File: config.mk
export PLATFORM = sky130hd
export DESIGN_NAME = decommutator_flat
export DESIGN_NICKNAME = d
export VERILOG_FILES = /design/src/rtl/commutator_pkg.sv /design/src/rtl/decommutator_if.sv /design/src/rtl/decommutator_rr_lane_select.sv /design/src/rtl/decommutator.sv /design/src/flat_wrapper.sv
export SDC_FILE = /design/constraint.sdc
export NUM_CORES = 1
export LEC_CHECK = 0
export CAP_MARGIN = 10
export CORE_ASPECT_RATIO = 0.5
export CORE_MARGIN = 5
export CORE_UTILIZATION = 50
export CTS_CLUSTER_DIAMETER = 50
export DETAILED_ROUTE_END_ITERATION = 8
export GPL_ROUTABILITY_DRIVEN = 0
export PLACE_DENSITY_LB_ADDON = 0.05
export SLEW_MARGIN = 5
export SYNTH_ARGS = -nofsm -noshare
export SYNTH_HDL_FRONTEND = slang
export SYNTH_HIERARCHICAL = 1
export SYNTH_SLANG_ARGS = --single-unit
File: constraint.sdc
create_clock -name clk -period 2.4 [get_ports clk]
set_input_delay 0.36 -clock clk [delete_from_list [all_inputs] [get_ports clk]]
set_output_delay 0.36 -clock clk [all_outputs]
set_load 0.02 [all_outputs]
File: src/rtl/commutator_pkg.sv
// Types and defaults shared by the commutator and decommutator lane fabric.
// No logic here; latency and backpressure belong to the modules that import it.
package commutator_pkg;
    localparam int COMM_WIDTH  = 16;
    localparam int COMM_NUM_CH = 4;

    typedef logic [$clog2(COMM_NUM_CH)-1:0] chan_t;
    typedef logic [COMM_WIDTH-1:0]          word_t;
endpackage

File: src/rtl/decommutator_if.sv
// Lane-side and serial-side handshake bundle of the decommutator.
// slave = decommutator view; master = lane source and serial sink view.
interface decommutator_if
    import commutator_pkg::*;
#(
    parameter int WIDTH  = COMM_WIDTH,
    parameter int NUM_CH = COMM_NUM_CH
) ();
    logic [WIDTH-1:0]          in_data [NUM_CH-1:0];
    logic [NUM_CH-1:0]         in_valid;
    logic [NUM_CH-1:0]         in_ready;
    logic [WIDTH-1:0]          out_data;
    logic [$clog2(NUM_CH)-1:0] out_chan;
    logic                      out_last;
    logic                      out_valid;
    logic                      out_ready;

    modport slave (
        input  in_data, in_valid, out_ready,
        output in_ready, out_data, out_chan, out_last, out_valid
    );

    modport master (
        output in_data, in_valid, out_ready,
        input  in_ready, out_data, out_chan, out_last, out_valid
    );
endinterface

File: src/rtl/decommutator_rr_lane_select.sv
// Rotating-priority pick of a full lane starting at i_ptr; combinational, no backpressure.
// SKIP_EMPTY=0 always picks i_ptr and reports whether that lane is full.
module rr_lane_select #(
    parameter int NUM_CH     = 4,
    parameter int SKIP_EMPTY = 0
) (
    input  logic [NUM_CH-1:0]         i_hold_full,
    input  logic [$clog2(NUM_CH)-1:0] i_ptr,
    output logic [$clog2(NUM_CH)-1:0] o_sel,
    output logic                      o_any
);
    localparam int CW = $clog2(NUM_CH);

    logic [CW-1:0] w_idx;

    always_comb begin
        w_idx = '0;
        o_sel = i_ptr;
        o_any = i_hold_full[i_ptr];
        if (SKIP_EMPTY != 0) begin
            o_any = |i_hold_full;
            // Scan farthest-first so the lane closest to i_ptr wins; wrap is free for power-of-two NUM_CH.
            for (int k = NUM_CH - 1; k >= 0; k--) begin
                w_idx = i_ptr + CW'(k);
                if (i_hold_full[w_idx]) begin
                    o_sel = w_idx;
                end
            end
        end
    end
endmodule

File: src/rtl/decommutator.sv
// Gathers NUM_CH lanes round-robin into one tagged serial stream; accept-to-out_valid 2 cycles, 1 word/cycle.
// Registered output holds while !out_ready; lane in_ready stays high on a lane drained this cycle (comb from out_ready).
module decommutator
    import commutator_pkg::*;
#(
    parameter int WIDTH      = COMM_WIDTH,
    parameter int NUM_CH     = COMM_NUM_CH,
    parameter int SKIP_EMPTY = 0
) (
    input  logic           clk,
    input  logic           rst_n,
    decommutator_if.slave  bus
);
    localparam int CW = $clog2(NUM_CH);

    logic [NUM_CH-1:0] r_hold_full;
    logic [WIDTH-1:0]  r_hold_data [NUM_CH];
    logic [CW-1:0]     r_ptr;
    logic [WIDTH-1:0]  r_out_data;
    logic [CW-1:0]     r_out_chan;
    logic              r_out_last;
    logic              r_out_valid;

    logic [CW-1:0]     w_sel;
    logic              w_any;
    logic              w_out_free;
    logic              w_load;
    logic [NUM_CH-1:0] w_drain;
    logic [NUM_CH-1:0] w_in_ready;
    logic [NUM_CH-1:0] w_accept;

    rr_lane_select #(
        .NUM_CH     (NUM_CH),
        .SKIP_EMPTY (SKIP_EMPTY)
    ) u_sel (
        .i_hold_full (r_hold_full),
        .i_ptr       (r_ptr),
        .o_sel       (w_sel),
        .o_any       (w_any)
    );

    always_comb begin
        w_out_free = !r_out_valid || bus.out_ready;
        w_load     = w_out_free && w_any;
        w_drain    = '0;
        w_in_ready = '0;
        w_accept   = '0;
        for (int i = 0; i < NUM_CH; i++) begin
            w_drain[i]    = w_load && (w_sel == CW'(i));
            w_in_ready[i] = !r_hold_full[i] || w_drain[i];
            w_accept[i]   = bus.in_valid[i] && w_in_ready[i];
        end
    end

    // A refill in the drain cycle wins, so the lane stays full with the new word.
    always_ff @(posedge clk or negedge rst_n) begin
        if (!rst_n) begin
            r_hold_full <= '0;
            for (int i = 0; i < NUM_CH; i++) begin
                r_hold_data[i] <= '0;
            end
        end else begin
            for (int i = 0; i < NUM_CH; i++) begin
                if (w_accept[i]) begin
                    r_hold_full[i] <= 1'b1;
                    r_hold_data[i] <= bus.in_data[i];
                end else if (w_drain[i]) begin
                    r_hold_full[i] <= 1'b0;
                end
            end
        end
    end

    always_ff @(posedge clk or negedge rst_n) begin
        if (!rst_n) begin
            r_ptr       <= '0;
            r_out_data  <= '0;
            r_out_chan  <= '0;
            r_out_last  <= 1'b0;
            r_out_valid <= 1'b0;
        end else if (w_load) begin
            r_out_data  <= r_hold_data[w_sel];
            r_out_chan  <= w_sel;
            r_out_last  <= (w_sel == CW'(NUM_CH - 1));
            r_out_valid <= 1'b1;
            r_ptr       <= w_sel + CW'(1);
        end else if (bus.out_ready) begin
            r_out_valid <= 1'b0;
        end
    end

    assign bus.in_ready  = w_in_ready;
    assign bus.out_data  = r_out_data;
    assign bus.out_chan  = r_out_chan;
    assign bus.out_last  = r_out_last;
    assign bus.out_valid = r_out_valid;
endmodule

File: src/flat_wrapper.sv
// flat-port wrapper written by rule: the top's interface ports become plain ports
module decommutator_flat import commutator_pkg::*;
#(
    parameter int WIDTH      = COMM_WIDTH,
    parameter int NUM_CH     = COMM_NUM_CH,
    parameter int SKIP_EMPTY = 0
)
  (clk, rst_n, bus_in_data, bus_in_valid, bus_out_ready, bus_in_ready, bus_out_data, bus_out_chan, bus_out_last, bus_out_valid);
  decommutator_if #(.WIDTH(WIDTH), .NUM_CH(NUM_CH)) bus_i ();
  input  logic clk;
  input  logic rst_n;
  input wire logic [$bits(bus_i.in_data)-1:0] bus_in_data;
  input wire logic [$bits(bus_i.in_valid)-1:0] bus_in_valid;
  input wire logic [$bits(bus_i.out_ready)-1:0] bus_out_ready;
  output wire logic [$bits(bus_i.in_ready)-1:0] bus_in_ready;
  output wire logic [$bits(bus_i.out_data)-1:0] bus_out_data;
  output wire logic [$bits(bus_i.out_chan)-1:0] bus_out_chan;
  output wire logic [$bits(bus_i.out_last)-1:0] bus_out_last;
  output wire logic [$bits(bus_i.out_valid)-1:0] bus_out_valid;
  assign bus_i.in_data = {>>{bus_in_data}};
  assign bus_i.in_valid = bus_in_valid;
  assign bus_i.out_ready = bus_out_ready;
  assign bus_in_ready = bus_i.in_ready;
  assign bus_out_data = bus_i.out_data;
  assign bus_out_chan = bus_i.out_chan;
  assign bus_out_last = bus_i.out_last;
  assign bus_out_valid = bus_i.out_valid;
  decommutator #(.WIDTH(WIDTH), .NUM_CH(NUM_CH), .SKIP_EMPTY(SKIP_EMPTY)) u_core (.clk(clk), .rst_n(rst_n), .bus(bus_i));
endmodule
# Word-level counts from Yosys, hierarchy flattened
# Cells that the tools add are included.
[op_classes] add_sub_neg=1 magnitude_cmp=2 n_eq_ne=3 muxes=15 bitwise=1 n_reduce_logical=25
[ops] operator="16-bit binary-select mux with 2-bit select" count=1
[ops] operator="16-bit 2-to-1 mux" count=2
[ops] operator="1-bit 2-to-1 mux" count=11
[ops] operator="2-bit nonzero test" count=5
[ops] operator="1-bit logical AND" count=9
[ops] operator="1-bit logical NOT" count=5
[ops] operator="1-bit logical OR" count=5
[ops] operator="2-bit equality test, second input constant" count=2
[ops] operator="3-bit greater-or-equal comparator, second input constant" count=1
[ops] operator="2-bit by 3-bit < comparator with 1-bit output, second input constant" count=1
[ops] operator="2-bit NOT with 3-bit output" count=1
[ops] operator="2-bit by 1-bit adder with 2-bit output, second input constant" count=1
[ops] operator="1-bit binary-select mux with 2-bit select" count=1
[ops] operator="2-bit by 1-bit equality test with 1-bit output, second input constant" count=1
[ops] operator="2-bit logical NOT" count=1
[totals] ff_bits=90 wordCells=60

# Longest topological paths before layout
[depth] word_depth=7 depth_mapped=9 depth_no_buf=5

# Hierarchy
# Netlist, hierarchy kept.
[by_module_without_submodules] module="decommutator" instances=1 cells_each=393 area_each_um2=4179.0
[by_module_without_submodules] module="rr_lane_select" instances=1 cells_each=3 area_each_um2=37.5

# Least setup slack after synthesis
# No wires, ideal clock.
[synth_path] path_type="flip-flop to output port" from="register u_core.r_ptr[1]" to="output bus_in_ready[1]" arrival_ns=1.783 slack_ns=0.257 stages_incl_launch_ff=9 path_buffers=4 cell_sequence="dfrtp_1 -> buf_4 -> buf_2 -> buf_2 -> inv_1 -> ha_1 -> a31oi_2 -> buf_2 -> inv_1"
[synth_between] elab_chain_len=5 elab_cells_between_ends=6 classes_between="1 x eq/ne; 2 x mux; 3 x reduce/logical"
[synth_lines] item="start: declaration" line_no="decommutator.sv:18" rtl="logic [CW-1:0] r_ptr;"
[synth_lines] item="start signal: assignment" line_no="decommutator.sv:86" rtl="r_ptr <= w_sel + CW'(1);"
[synth_lines] item="1-bit binary-select mux with 2-bit select" line_no="decommutator_rr_lane_select.sv:19" rtl="o_any = i_hold_full[i_ptr];"
[synth_lines] item="1-bit 2-to-1 mux (implied by the code)" line_no="decommutator_rr_lane_select.sv:19"
[synth_lines] item="1-bit logical AND" line_no="decommutator.sv:44" rtl="w_load = w_out_free && w_any;"
[synth_lines] item="1-bit logical AND *" line_no="decommutator.sv:49" rtl="w_drain[i] = w_load && (w_sel == CW'(i));"
[synth_lines] item="1-bit logical OR *" line_no="decommutator.sv:50" rtl="w_in_ready[i] = !r_hold_full[i] || w_drain[i];"
[synth_lines] item="end: declaration" line_no="flat_wrapper.sv:15" rtl="output wire logic [$bits(bus_i.in_ready)-1:0] bus_in_ready;"
# Mark *: on every way between the ends. The rest lies on a longest branch, timed or not. The select of a mux whose other input is x is not followed.

# Worst setup path after layout
[layout_path] from="register u_core.r_ptr[0]" to="output bus_in_ready[2]"
[layout_between] elab_chain_len=5 elab_cells_between_ends=6 classes_between="1 x eq/ne; 2 x mux; 3 x reduce/logical"
[layout_lines] item="1-bit binary-select mux with 2-bit select" line_no="decommutator_rr_lane_select.sv:19"
[layout_lines] item="1-bit 2-to-1 mux (implied by the code)" line_no="decommutator_rr_lane_select.sv:19"
[layout_lines] item="net u_core.w_any" line_no="decommutator.sv:25" rtl="logic w_any;"
[layout_lines] item="1-bit logical AND" line_no="decommutator.sv:44"
[layout_lines] item="1-bit logical AND" line_no="decommutator.sv:49"
[layout_lines] item="1-bit logical OR" line_no="decommutator.sv:50"
# The timed path passes the listed nets, and every way through them passes these cells. The select of a mux whose other input is x is not followed.

==> Flow_metrics.wiki <==
{| class="wikitable"
! Metric !! Value
|-
| Number of global-route vias before repair || about 3600
|-
| Path class of the lowest-slack min-delay path || in -> async
|-
| Largest delay contributor family on the critical path || multiplexers
|-
| Number of unique standard cell types used by synthesis || 19
|-
| Unrepaired setup endpoints after global routing || false
|-
| Area enclosed by the die boundary || approximately 0.010 sq mm
|-
| Cts bufs inserted || 9
|-
| Switch share || 0.3552
|-
| Root Driver || clkbuf_16
|-
| Syn avg cell area || roughly 11 sq um
|-
| Final non-filler cell total || about 600
|-
| Pin count of the biggest net entering global routing || 54
|-
| Finish-stage setup viols || 0
|-
| Maximum clock path buffer count || 2
|-
| Area of the core || a little over 0.008 sq mm
|-
| Net switching power || ~2.6 mW
|-
| Setup crit start || u_core/r_ptr[0]
|-
| Pin slew with the least headroom to its limit || between 0.7 and 0.8 ns
|-
| Detailed router's first-iteration violation count || 253
|-
| Hold violation count in the final report || 8
|-
| Overflow after GRT || 0
|-
| Routed wire length || approximately 12000 um
|-
| Highest fanout seen on the critical path || 5
|-
| Sequential share of power || 0.358
|-
| Clock tree from TritonCTS || yes
|-
| Quantity of I/O buffers inserted on ports || 94
|-
| DRC violation count after routing || 0
|-
| Die Span Y || approximately 75 um
|-
| Number of nets in the final layout || about 560
|-
| Max Cap Violations || 0
|-
| Power, Total || between 7 and 8 mW
|-
| Peak Freq || between 0.4 and 0.5 GHz
|-
| Final cell area excluding filler cells || about 0.0056 sq mm
|-
| CTS H-Tree Depth || 3
|-
| Sinks on Clock Net || 90
|-
| Number of fillers in the final layout || 634
|-
| Beginning of the worst register-to-register path || u_core/r_ptr[0]
|-
| Average routed wire per standard cell || a little over 20 um
|-
| Worst-skew pair later-pin latency || 0.34 ns
|-
| Min Tclk post-route || approximately 2.3 ns
|-
| Number of cell instances on the worst register-to-register path || 7
|-
| Core occupancy in the finished layout || 0.6932
|-
| Number of vias per cell || between 5 and 6
|-
| Type of the setup path with the least slack || reg -> out
|-
| Minimum hold slack || -0.01213 ns
|-
| Residual antenna-violating net count after detailed routing || 0
|-
| Antenna cells || 0
|-
| Leakage Power || 2.558 nW
|-
| Share of synthesized area occupied by flip-flops and latches || 0.5341
|-
| Power Density || about 1300 mW/mm^2
|-
| Initial antenna violation count || 0
|-
| Post-Place Cell Area || between 0.005 and 0.006 sq mm
|-
| Tightest slew margin relative to the limit || 0.4954
|-
| X dimension of the die || about 140 um
|-
| Result of the run || complete, but fails checks
|-
| Critical-path top delay cell || mux4_2
|-
| Cell area after synthesis || 0.004217 sq mm
|-
| CTS Hold Buffers Added || 0
|-
| Placed Instances || 586
|-
| Clock skew || about 0.0060 ns
|-
| Category of the worst setup path capture point || output port
|-
| Summed negative setup slack over all endpoints || 0 ns
|-
| Syn. warnings || 6
|-
| Post-route clock period utilization || 0.9613
|-
| Reg-to-reg setup timing slack || approximately 0.27 ns
|-
| Clk pwr share || 0.206
|-
| Seq cells post-synth || 90
|-
| Synthesized Nets || roughly 470
|-
| Clock slew at reported path FFs || around 0.060 ns
|-
| Detailed-routing iteration count for the pre-antenna-repair pass || 5
|-
| Cell count along the critical path || 4
|-
| Buf+Inv Stages, Crit Path || 2
|-
| Via count || around 3500
|-
| Internal cell power || 4.754 mW
|-
| Max-slew violation total from the final report || 0
|-
| Synthesized instance count || ~400
|-
| Power share of the combinational group || 0.436
|-
| Required @ worst endpoint || roughly 2.0 ns
|-
| Starting density of the core || 0.5196
|-
| First-pass GRT wire length || about 19000 um
|-
| Peak supply drop || around 0.00056 V
|-
| Post-detailed-placement half-perimeter wirelength || around 8700 um
|-
| Data arrival time of the critical path || between 1.5 and 2 ns
|-
| Failing checks || hold timing
|-
| Startpoint Class || register
|-
| Number of top-level pins || 95
|-
| Std-Cell Rows || 23
|-
| Area grow syn2layout || 33.41%
|-
| GRT Resource Usage Total || 0.2447
|-
| Peak per-stage delay on the critical path || slightly below 0.6 ns
|-
| Fraction of layout cells with a size suffix above 1 || 0.1606
|-
| Series of cell instances along the critical path || mux4_2 > a31oi_2 > inv_1 > dlygate4sd2_1
|-
| Endpoint of the worst-slack reg-to-reg timing path || u_core/r_hold_data[3]
|-
| Last element of the critical path || bus_in_ready[2]
|}
## placed cells by master (no fill, tap or decap), drive strengths merged, types with 4 or more instances in the layout
master         netlist  routed
a31oi                4       4
nor3                 4       4
dfrtp               90      90
mux2                18      18
inv                 11      11
o22ai               64      64
clkbuf              12      14
clkdlybuf4s50        0      89
ha                   4       4
or2                  4       4
o21ai                6       6
buf                 22      23
nand2b               5       5
nand2              134     134
mux4                17      17
## power by group through the flow
stage | clock network [mW] | registers [mW] | logic, mW
floorplan | 0 | 2.65 | 1.98
global placement | 0 | 2.59 | 3.04
detailed placement | 0 | 2.63 | 3.13
CTS | 1.54 | 2.62 | 3.18
global route | 1.61 | 2.69 | 3.47
finish | 1.52 | 2.64 | 3.21
## worst min path at each step
stage,cells after the start,start,slack [ns],to
3_3_place_gp,1,rst_n,0.35,u_core/bus.out_data[1]
6_report,1,rst_n,-0.01,u_core/bus.out_data[15]
4_1_cts,1,rst_n,0.01,u_core/bus.out_data[15]
5_1_grt,1,rst_n,0.03,u_core/bus.out_data[15]
3_5_place_dp,1,rst_n,0.37,u_core/bus.out_data[15]
2_1_floorplan,0,rst_n,0.06,u_core/bus.out_chan[0]
## routing by layer
layer / track usage / vias to the layer above / wire length (um) / part of all wire
met5: 0 / - / 0 / 0
met4: 0.08700 / 0 / 288 / 0.023
met3: 0.06472 / 26 / 1083 / 0.088
met2: 0.3960 / 211 / 5618 / 0.46
met1: 0.3285 / 1720 / 5281 / 0.43
li1: - / 1560 / - / -
## flip-flops by register name (all words and copies together) (netlist names)
name	flops
u_core/bus.out_chan	2
u_core/bus.out_data	16
u_core/bus.out_last	1
u_core/bus.out_valid	1
u_core/r_hold_data	64
u_core/r_hold_full	4
u_core/r_ptr	2
## logic make-up after synthesis
group,count (synthesis),share of synthesized area
fa+ha+maj,4,0.01187
buf+inv,45,0.05282
flops,90,0.5341
compound gates,74,0.1139
simple gates,148,0.1439
mux,35,0.1433
## repair_timing
action	in CTS	in global routing
buffers inserted	2	1
endpoints found under the hold margin	0	0
pin swaps	0	0
setup endpoints to repair	4	3
gates resized for setup	7	5
## metrics by stage
stage	hold WS, ns	setup slack (ns)
2_1_floorplan	0.06441	0.2567
3_3_place_gp	0.3493	0.05246
3_5_place_dp	0.3664	0.05130
4_1_cts	0.01351	0.007971
5_1_grt	0.03154	0.005459
6_report	-0.01213	0.09283
## final cells by class
cell class	count	area [sq um]	share of cell area
sequential	90	2252	0.4004
multi-input combinational	261	1759	0.3127
timing repair buffer	115	1112	0.1977
clock buffer	13	260.3	0.04626
tap	112	140.1	0.02491
clock inverter	2	60.06	0.01068
inverter	11	41.29	0.007340
## synth_stat cells (all sizes together)
master	n	area, sq um
mux4	17	401.6
dfrtp	90	2252
o21ai	6	30.03
nand2	134	503.0
o22ai	64	400.4
ha	4	50.05
inv	11	41.29
nor3	4	40.04
mux2	18	202.7
nand2b	5	31.28
clkbuf	12	45.04
buf	22	136.4
a31oi	4	50.05
or2	4	25.02
and2b	1	7.510
Power figures use the tool's default switching activity.
